### config.mk
export PLATFORM = sky130hd
export DESIGN_NAME = xlr8_servo_seq
export DESIGN_NICKNAME = d
export VERILOG_FILES = /design/src/rtl/xlr8_servo_seq.sv
export SDC_FILE = /design/constraint.sdc
export NUM_CORES = 1
export LEC_CHECK = 0
export CORE_UTILIZATION = 61
export CTS_CLUSTER_SIZE = 20
export DETAILED_ROUTE_END_ITERATION = 12
export GPL_ROUTABILITY_DRIVEN = 0
export PLACE_DENSITY = 0.8
export SYNTH_ARGS = -nofsm -noshare
export SYNTH_HDL_FRONTEND = slang
export SYNTH_SLANG_ARGS = --single-unit
### constraint.sdc
create_clock -name clk -period 5.8 [get_ports clk]
set_input_delay 0.58 -clock clk [delete_from_list [all_inputs] [get_ports clk]]
set_output_delay 0.58 -clock clk [all_outputs]
set_load 0.01 [all_outputs]
### src/rtl/xlr8_servo_seq.sv
// rtl/xlr8_servo_seq.sv - servo keyframe playback sequencer and host/sequencer write arbiter (optional macro: XLR8_SERVO_SEQ_LOOP_EN)
module xlr8_servo_seq #(
    parameter int DEPTH      = 16,
    parameter int NUM_SERVOS = 12,
    parameter int PTR_W      = $clog2(DEPTH)
) (
    input  logic             clk,
    input  logic             rstn,
    input  logic             en1mhz,
    input  logic             tbl_we,
    input  logic [PTR_W-1:0] tbl_addr,
    input  logic [27:0]      tbl_wdata,
    input  logic             start,
    input  logic             stop,
    output logic             busy,
    output logic [PTR_W-1:0] cur_ptr,
    input  logic             host_req,
    input  logic [4:0]       host_index,
    input  logic [11:0]      host_pw,
    output logic             host_gnt,
    output logic [4:0]       priv_index,
    output logic             priv_wr_pw,
    output logic [15:0]      priv_pw
);

    typedef enum logic [1:0] {
        ST_IDLE  = 2'd0,
        ST_LOAD  = 2'd1,
        ST_WRITE = 2'd2,
        ST_DWELL = 2'd3
    } state_t;

    localparam logic [9:0]       PRESC_MAX = 10'd999;
    localparam logic [PTR_W-1:0] PTR_LAST  = PTR_W'(DEPTH - 1);

    state_t           state_q, state_d;
    logic [PTR_W-1:0] ptr_q, ptr_d;
    logic [27:0]      ent_q, ent_d;
    logic [9:0]       presc_q, presc_d;
    logic [9:0]       dwell_q, dwell_d;
    logic             wr_q, wr_d;
    logic             gnt_q, gnt_d;
    logic [4:0]       idx_q, idx_d;
    logic [15:0]      pw_q, pw_d;
    logic             seq_wr;
    logic [27:0]      tbl_q [DEPTH];

    // Working entry fields: the loaded copy, so table rewrites do not disturb the current step
    logic       ent_last;
    logic [4:0] ent_chan;
    logic [11:0] ent_pw;
    logic [9:0] ent_dwell;
    logic       chan_ok;

    assign ent_last  = ent_q[27];
    assign ent_chan  = ent_q[26:22];
    assign ent_pw    = ent_q[21:10];
    assign ent_dwell = ent_q[9:0];
    assign chan_ok   = 32'(ent_chan) < NUM_SERVOS;

    // Keyframe table: plain storage, writable in any state, deliberately not reset
    always_ff @(posedge clk) begin
        if (tbl_we) begin
            tbl_q[tbl_addr] <= tbl_wdata;
        end
    end

    // Sequencer state, pointer, working entry, timers and registered write port
    always_ff @(posedge clk or negedge rstn) begin
        if (!rstn) begin
            state_q <= ST_IDLE;
            ptr_q   <= '0;
            ent_q   <= '0;
            presc_q <= '0;
            dwell_q <= '0;
            wr_q    <= 1'b0;
            gnt_q   <= 1'b0;
            idx_q   <= '0;
            pw_q    <= '0;
        end else begin
            state_q <= state_d;
            ptr_q   <= ptr_d;
            ent_q   <= ent_d;
            presc_q <= presc_d;
            dwell_q <= dwell_d;
            wr_q    <= wr_d;
            gnt_q   <= gnt_d;
            idx_q   <= idx_d;
            pw_q    <= pw_d;
        end
    end

    // Next-state logic: playback stepping, ms dwell timing, stop override and write arbitration
    always_comb begin
        state_d = state_q;
        ptr_d   = ptr_q;
        ent_d   = ent_q;
        presc_d = presc_q;
        dwell_d = dwell_q;
        seq_wr  = 1'b0;

        case (state_q)
            ST_IDLE: begin
                if (start) begin
                    ptr_d   = '0;
                    state_d = ST_LOAD;
                end
            end
            ST_LOAD: begin
                ent_d   = tbl_q[ptr_q];
                state_d = ST_WRITE;
            end
            ST_WRITE: begin
                // Host owns the port while requesting; the sequencer waits here
                if (!host_req) begin
                    seq_wr  = chan_ok;
                    presc_d = '0;
                    dwell_d = '0;
                    state_d = ST_DWELL;
                end
            end
            ST_DWELL: begin
                if (dwell_q == ent_dwell) begin
                    if (ent_last || (ptr_q == PTR_LAST)) begin
`ifdef XLR8_SERVO_SEQ_LOOP_EN
                        ptr_d   = '0;
                        state_d = ST_LOAD;
`else
                        state_d = ST_IDLE;
`endif
                    end else begin
                        ptr_d   = ptr_q + PTR_W'(1);
                        state_d = ST_LOAD;
                    end
                end else if (en1mhz) begin
                    if (presc_q == PRESC_MAX) begin
                        presc_d = '0;
                        dwell_d = dwell_q + 10'd1;
                    end else begin
                        presc_d = presc_q + 10'd1;
                    end
                end
            end
            default: state_d = ST_IDLE;
        endcase

        // Stop wins over everything; a write not yet registered is dropped
        if (stop) begin
            state_d = ST_IDLE;
            ptr_d   = '0;
            seq_wr  = 1'b0;
        end

        wr_d  = 1'b0;
        gnt_d = 1'b0;
        idx_d = idx_q;
        pw_d  = pw_q;
        if (host_req) begin
            wr_d  = 1'b1;
            gnt_d = 1'b1;
            idx_d = host_index;
            pw_d  = {4'h0, host_pw};
        end else if (seq_wr) begin
            wr_d  = 1'b1;
            idx_d = ent_chan;
            pw_d  = {4'h0, ent_pw};
        end
    end

    assign busy       = (state_q != ST_IDLE);
    assign cur_ptr    = ptr_q;
    assign host_gnt   = gnt_q;
    assign priv_wr_pw = wr_q;
    assign priv_index = idx_q;
    assign priv_pw    = pw_q;

endmodule
; ---- Word-level counts from Yosys, hierarchy flattened
; Memories as Yosys holds them, arrays and structs flattened. A register that Yosys moved wholly into a read port is not among the register bits.
; Cells that the tools add are included.
[totals]
ff_bits = 49
latchBits = 0
ramBits = 448
mem_bits_ro = 0
in_bits = 56
wordCells = 70
memories = 1
[mem_list]
columns = memory, words, width, rd, rd_clocked_by_memory_dff, write_ports, line_no
row1 = tbl_q, 16, 28, 1, 1, 1, 46  ; logic [27:0] tbl_q [DEPTH];
[classes]
n_addsub = 3
mul = 0
n_div = 0
magnitude_cmp = 1
eq_ne = 14
shifts = 0
n_mux = 32
bitwise_logic = 0
n_reduce_logical = 11
[op_table]
columns = op, count
row1 = $mux 10, 7
row2 = $pmux 10 s2, 2
row3 = $mux 16, 2
row4 = $add 10x1->10 const B, 2
row5 = $mux 4, 4
row6 = $ne 3x3->1 const B, 4
row7 = $eq 10x10->1, 1
row8 = $eq 10x10->1 const B, 1
row9 = $mux 5, 2
row10 = $mux 1, 9
row11 = $mux 2, 4
row12 = $ne 2x2->1 const B, 4
row13 = $pmux 2 s4, 1
row14 = $pmux 4 s2, 1
row15 = $reduce_and 4->1, 2
row16 = $reduce_bool 2->1, 3
row17 = $lt 5x4->1 const B, 1
row18 = $reduce_and 5->1, 1
row19 = $add 4x1->4 const B, 1
row20 = $eq 2x2->1 const B, 2
row21 = $eq 4x4->1 const B, 1
row22 = $reduce_and 3->1, 1
row23 = $reduce_bool 3->1, 1
row24 = $eq 2x1->1 const B, 1
row25 = other kinds (3), 3

; ---- Logic depth before layout (Yosys ltp)
; Gate-level depths: netlist of run 1.
[depth]
ltp_word = 6
mapped_depth = 8
depth_no_buf = 7

; ---- Worst setup path after synthesis of run 1
; Ideal clock, no wire load.
[synth_path]
kind = in2reg
startpoint = input tbl_addr[2]
endpoint = memory tbl_q[0][0], enable pin
setup_ps = 448
t_arrival_ps = 3030
required_time_ps = 5352
path_slack_ps = 2321
path_stages = 2
path_buffers = 0
cell_sequence = or3b_2 -> nor3_1
[synth_rtl]
columns = element, line_no
row1 = start: declaration, 11  ; input logic [PTR_W-1:0] tbl_addr,
row2 = end: declaration, 46
; Straight into the memory's write port.

==> summary.md, run 1 <==
| Metric | Value |
|---|---|
| Critical path type | `reg2reg` |
| Final non-filler cell total | `1,689` |
| Reg2Reg Setup Slack | `2.87 ns` |
| Slew headroom | `0.166` |
| Post-synth EDFFs | `448` |
| # DRC | `0` |
| CORE AREA | `0.0334 mm2` |
| Post-synthesis average cell area | `18.7 um2` |
| Clock Path Buffers | `3` |
| Hold crit path type | `in2async` |
| Area grow syn2layout | `14.1%` |
| Post-DP HPWL | `22.9 mm` |
| Clk pwr share | `0.369` |
| Initial core utilization | `0.620` |
| Area post-placement | `0.0221 mm2` |
| Req. time, crit path | `6.22 ns` |
| Net switching power | `1.96 mW` |
| Hold_buf cts | `0` |
| First-pass GRT wire length | `66.3 mm` |
| Chip Width | `186 um` |
| Placed cells | `1,597` |
| Clock sink count | `521` |
| Final Net Count | `1,266` |
| Fin area | `0.0237 mm2` |
| Pleak | `7.62 nW` |
| Initial antenna violation count | `2` |
| CP max FO | `37` |
| Worst VDD drop | `0.261 mV` |
| Post-CTS sizing | `0` |
| CTS tree | `built` |
| Area of the die | `0.0347 mm2` |
| Power per standard cell area | `350 mW/mm2` |
| Vias in the first global route | `11,000` |
| Fin crit period | `2.93 ns` |
| Commonest register cell after synthesis | `edfxtp_1` |
| Final Hold Viols | `0` |
| Clk root buf | `clkbuf_16` |
| Worst EP arrival | `3.35 ns` |
| Outcome | `finished, final reports clean` |
| Slew @ Worst Pin | `1.25 ns` |
| Skew final | `0.0122 ns` |
| Commonest non-fill, non-tap cells in the layout | `edfxtp_1, mux4_2, clkdlybuf4s50_1, dfrtp_1, mux2_2` |
| CP Capture Type | `flip-flop` |
| Yosys warnings | `0` |
| Post-synth top area share | `0.649` |
| Post-DR vias/cell | `6.46` |
| MaxCap Viol Count | `0` |
| Setup TNS | `0 ns` |
| Clk_lat worst skew | `0.56 ns` |
| Overflow after GRT | `0` |
| Detailed Routing Iterations Pass 1 | `5` |
| Fmax | `0.342 GHz` |
| RSZ-0062 raised after global routing | `no` |
| H-tree level count | `2` |
| Slew Viols, Final | `0` |
| Most common cell after layout, fill and taps aside | `edfxtp_1` |
| Internal | `6.31 mW` |
| Final Cycle Share | `0.504` |
| I/O pin cnt | `84` |
| Unique masters post-synth | `48` |
| Cell Rows | `67` |
| Die Y | `186 um` |
| Total GRT Usage | `0.258` |
| Largest net degree at the start of global routing | `74` |
| Total wire length | `43.6 mm` |
| Port Buffers | `79` |
| Leading area contributor after synthesis | `edfxtp_1` |
| Antenna cells | `0` |
| Antenna viol nets, final | `0` |
| Worst Setup Start Kind | `flip-flop` |
| Final Util | `0.707` |
| Setup-failing EPs final | `0` |
| Post-synthesis sequential area ratio | `0.737` |
| Combinational Power Share | `0.099` |
| Sw Share | `0.236` |
| Seq pwr share | `0.532` |
| Via count | `10,900` |
| Fraction of layout cells with a size suffix above 1 | `0.222` |
| #FFs+latches synth | `521` |
| Synthesized netlist cell count | `1,108` |
| Async SR Flop Fraction | `0.140` |
| Clock-pin transition on the worst setup and hold timing paths | `0.06 ns` |
| Synth top area cells | `edfxtp_1, mux4_2, dfrtp_1` |
| CTS buffer count | `51` |
| Initial DRC Count | `1,206` |
| Setup repair bufs after CTS | `0` |
| Drt wl/cell | `25.8 um` |
| Mapped Area | `0.0207 mm2` |
==> power groups by stage <==
stage	sequential (mW)	clock (mW)	combinational (mW)
2_1_floorplan	4.44	0	0.450
3_3_place_gp	4.45	0	0.764
3_5_place_dp	4.47	0	0.793
4_1_cts	4.40	3.10	0.812
5_1_grt	4.42	3.24	0.894
6_report	4.40	3.05	0.817
==> area by class of cell <==
type / count / area (um2)
Tap cell: 448 / 561
Fill cell: 1967 / 9800
Inverter: 36 / 135
Multi-Input combinational cell: 491 / 5170
Sequential cell: 521 / 15300
Timing Repair Buffer: 101 / 966
Clock inverter: 26 / 200
Clock buffer: 66 / 1330
==> worst max-delay path, stage by stage, from the launching register on <==
cell and delay [ns]:
dfrtp_4 0.92, buf_4 0.59, mux4_2 0.61, mux2_2 0.28
a22oi_1 0.25, o21ai_0 0.14
==> path summary, 6_finish.rpt <==
kind                            start  depth (start not counted)    endpoint
max                        cur_ptr[0]                          5   ent_q[17]
min                              rstn                          1  presc_q[6]
max reg2reg                cur_ptr[0]                          5   ent_q[17]
min reg2reg                presc_q[8]                          1  presc_q[8]
max in group asynchronous        rstn                          1  cur_ptr[0]
min in group clk           presc_q[8]                          1  presc_q[8]
==> synth_stat cells, drive strengths merged (2+ instances only) <==
library cell  count
edfxtp          448
mux4            112
dfrtp            73
mux2             56
o21ai            56
nand2            44
clkbuf           41
nor2             36
inv              35
a22oi            28
buf              22
a21oi            19
o31ai            15
nand3            12
nor3             12
xnor2            10
a31oi             9
and3              8
ha                8
o211ai            7
nand4             6
and2              5
nand3b            5
nand2b            4
nor2b             4
or4               4
nor4              3
o41ai             3
a211o             2
a21o              2
a221o             2
a41o              2
and4              2
nand4b            2
or3               2
==> cell families after synthesis <==
| family | synth area share |
|---|---|
| DFF | 0.737 |
| xor gates and xnor gates | 0.00422 |
| buffers and inverters | 0.0199 |
| muxes | 0.153 |
| AOI/OAI and AO/OA | 0.0459 |
| other | 0.000181 |
| and+or+nand+nor | 0.0353 |
| adders and majority gates | 0.00483 |
==> per-stage QoR <==
step	total power, mW	worst slack [ns]	hold slack [ns]
global route	8.55	2.61	0.276
global placement	5.22	2.42	0.469
CTS	8.31	2.77	0.217
detailed placement	5.26	2.40	0.491
finish	8.27	2.87	0.181
floorplan	4.89	2.32	0.284
==> flip-flops by register name, summed over array words and instances (netlist names), 2 cells and up <==
register	cells
priv_pw	12
state_q	2
cur_ptr	4
presc_q	10
dwell_q	10
tbl_q	448
priv_index	5
ent_q	28
==> metal layers <==
metal  global-route usage  share of wire  vias up
met5                    0        0.00073        -
met1                0.379           0.41     5599
met4               0.0709          0.022        4
met3               0.0545          0.096       77
li1                     -              -     4647
met2                0.401           0.47      582
(Power assumes the default switching activity.)
==> run 2, diff against run 1 <==
--- a/config.mk
+++ b/config.mk
@@ -5,11 +5,11 @@
 export SDC_FILE = /design/constraint.sdc
 export NUM_CORES = 1
 export LEC_CHECK = 0
-export CORE_UTILIZATION = 61
+export CORE_UTILIZATION = 55
 export CTS_CLUSTER_SIZE = 20
 export DETAILED_ROUTE_END_ITERATION = 12
 export GPL_ROUTABILITY_DRIVEN = 0
-export PLACE_DENSITY = 0.8
+export PLACE_DENSITY = 0.76
 export SYNTH_ARGS = -nofsm -noshare
 export SYNTH_HDL_FRONTEND = slang
 export SYNTH_SLANG_ARGS = --single-unit
==> constraint.sdc (replaced) <==
create_clock -name clk -period 2.5 [get_ports clk]
set_input_delay 0.25 -clock clk [delete_from_list [all_inputs] [get_ports clk]]
set_output_delay 0.25 -clock clk [all_outputs]
set_load 0.01 [all_outputs]
==> summary.md, run 2 (synthesis gave the netlist of run 1 again) <==
| Metric | Value |
|---|---|
| Clock sink count | `521 (unchanged)` |
| Final Cycle Share | `0.930` |
| Area of the die | `0.0385 mm2 (+11%)` |
| Largest register by flop count | `tbl_q` |
| Clock-pin transition on the worst setup and hold timing paths | `0.06 ns (about the same)` |
| Antenna viol nets, final | `0 (unchanged)` |
| Die Y | `196 um (+5.3%)` |
| Worst EP arrival | `2.08 ns (-1.27 ns)` |
| CTS tree | `built` |
| CORE AREA | `0.0369 mm2 (+10%)` |
| Outcome | `finished, final reports clean` |
| Final non-filler cell total | `1,797 (+6.4%)` |
| # DRC | `0 (unchanged)` |
| Pleak | `8.00 nW (+5.0%)` |
| Final Hold Viols | `0 (unchanged)` |
| Crit path largest cell delay | `0.57 ns (-0.35 ns)` |
| Via count | `11,000 (+0.87%)` |
| Crit-path cells | `buf_12 -> buf_4 -> clkdlybuf4s50_1` |
| Post-DR vias/cell | `6.12 (-5.2%)` |
| Crit. Startpoint | `cur_ptr[0]` |
| H-tree level count | `2 (unchanged)` |
| Reg-to-reg critical path startpoint | `cur_ptr[1]` |
| Worst VDD drop | `0.561 mV (+110%)` |
| Req. time, crit path | `2.25 ns (-3.97 ns)` |
| Critical path type | `reg2out` |
| Total wire length | `45.1 mm (+3.4%)` |
| Clock Path Buffers | `3 (unchanged)` |
| Initial antenna violation count | `2 (unchanged)` |
| Port Buffers | `79 (unchanged)` |
| Fin crit period | `2.33 ns` |
| Hold crit path type | `in2reg` |
| Fmax | `0.430 GHz` |
| Slew headroom | `0.353 (+0.187)` |
| Initial core utilization | `0.562 (-0.0576)` |
| Skew final | `0.0164 ns (+0.00424 ns)` |
| Placed cells | `1,693 (+6.0%)` |
| Cell Rows | `70 (+4.5%)` |
| Setup TNS | `0 ns (unchanged)` |
| Largest net degree at the start of global routing | `66 (-11%)` |
| Initial DRC Count | `987 (-18%)` |
| End of the critical path | `cur_ptr[0]` |
| Final Net Count | `1,315 (+3.9%)` |
| Commonest non-fill, non-tap cells in the layout | `edfxtp_1, mux4_2, clkdlybuf4s50_1, dfrtp_1, mux2_2` |
| Clk_lat worst skew | `0.59 ns (+0.03 ns)` |
| MaxCap Viol Count | `0 (unchanged)` |
| Slew Viols, Final | `0 (unchanged)` |
| Reg2Reg Setup Slack | `0.18 ns (-2.69 ns)` |
| Drt wl/cell | `25.1 um (-2.8%)` |
| CP max stage cell | `clkdlybuf4s50_1` |
| I/O pin cnt | `84 (unchanged)` |
| Power per standard cell area | `798 mW/mm2 (+130%)` |
| Setup-failing EPs final | `0 (unchanged)` |
| First-pass GRT wire length | `68.5 mm (+3.3%)` |
| Reg2reg path depth | `6 (+1)` |
| Total GRT Usage | `0.243 (-0.0155)` |
| Fraction of layout cells with a size suffix above 1 | `0.256 (+0.0346)` |
| CP max FO | `17 (-54%)` |
| Overflow after GRT | `0 (unchanged)` |
| Post-DP HPWL | `25.7 mm (+12%)` |
| Chip Width | `196 um (+5.3%)` |
| RSZ-0062 raised after global routing | `no` |
| Detailed Routing Iterations Pass 1 | `5 (unchanged)` |
| Vias in the first global route | `11,200 (+2.1%)` |
| R2r endpoint | `ent_q[24]` |
| Slew @ Worst Pin | `0.966 ns (-0.282 ns)` |
| CP Capture Type | `output pin` |
| Area grow syn2layout | `18.3%` |
| Beginning of the worst hold path | `host_index[3]` |
| Clk root buf | `clkbuf_16` |
| Most common cell after layout, fill and taps aside | `edfxtp_1` |
| Worst Setup Start Kind | `flip-flop` |
| Max FFs per register | `448 (unchanged)` |
| CTS buffer count | `52 (+2.0%)` |
[run 2: cell count changes in the layout (fill, tap and decap cells not counted), moves of 2 or more]
cell       before  now
nor3_4          0    4
inv_6           2    0
buf_12          1   24
clkbuf_1       15   20
clkinv_1       16    7
clkbuf_8        0    5
clkbuf_16      51   53
nor3_2          4    0
buf_4          22   45
[run 2: worst min path at each step]
stage	endpoint	slack [ns]	cells after the start
final	priv_index[3]	0.24	3
after global placement	presc_q[6]	0.43	1
after floorplan	cur_ptr[0]	-0.05	0
after global routing	priv_index[3]	0.25	3
after detailed placement	presc_q[6]	0.44	1
after CTS	priv_index[3]	0.22	3
[run 2: area by class of cell]
type	instances	area [um2]
sequential	521	15300
fill	2309	12400
multi-input combinational	491	5210
timing repair buffer	149	1640
clock buffer	78	1470
tap	504	631
clock inverter	17	151
inverter	36	135
antenna	1	2.50
[run 2: worst max-delay path, delay by kind of cell (launching register included)]
| kind | cells | cell delay, ns |
|---|---|---|
| buffers and inverters | 3 | 0.96 |
| DFF | 1 | 0.53 |
[run 2: metrics by stage]
stage | utilization | power, mW | hold slack (ns) | setup WS (ns) | cell area, um2
final | 0.665 | 19.6 | 0.236 | 0.174 | 24500
after global placement | 0.619 | 12.2 | 0.435 | 0.0313 | 22800
after global routing | 0.665 | 20.2 | 0.249 | 0.0264 | 24500
after CTS | 0.663 | 19.7 | 0.215 | 0.00449 | 24400
after floorplan | - | 11.3 | -0.0456 | 0.115 | 20800
after detailed placement | 0.619 | 12.3 | 0.438 | 0.0180 | 22800
[run 2: metal layers]
metal | up-vias | wire length [um] | track usage
li1 | 4735 | - | -
met1 | 5676 | 18400 | 0.338
met2 | 517 | 22100 | 0.394
met3 | 74 | 3750 | 0.0538
met4 | 2 | 857 | 0.0619
met5 | - | 18 | 0
[run 2: where the power goes]
group / switching, mW / leakage [nW] / internal, mW / total (mW)
Sequential: 0.283 / 4.98 / 9.93 / 10.2
Clock: 3.13 / 0.784 / 4.27 / 7.40
Combinational: 1.23 / 2.24 / 0.735 / 1.96
Total: 4.64 / 8.00 / 14.9 / 19.6
[run 2: what timing repair did]
item                                   CTS  global route
endpoints found under the hold margin   64             0
hold buffers                             1             0
buffers inserted                         0             7
gates resized for setup                  0             3
setup endpoints to repair                0             3
==> run 3, diff against run 2 <==
--- a/config.mk
+++ b/config.mk
@@ -6,7 +6,6 @@
 export NUM_CORES = 1
 export LEC_CHECK = 0
 export CORE_UTILIZATION = 55
-export CTS_CLUSTER_SIZE = 20
 export DETAILED_ROUTE_END_ITERATION = 12
 export GPL_ROUTABILITY_DRIVEN = 0
 export PLACE_DENSITY = 0.76
==> results of run 3 <==
Same layout as run 2: the final DEF is identical, and so are final timing and power.
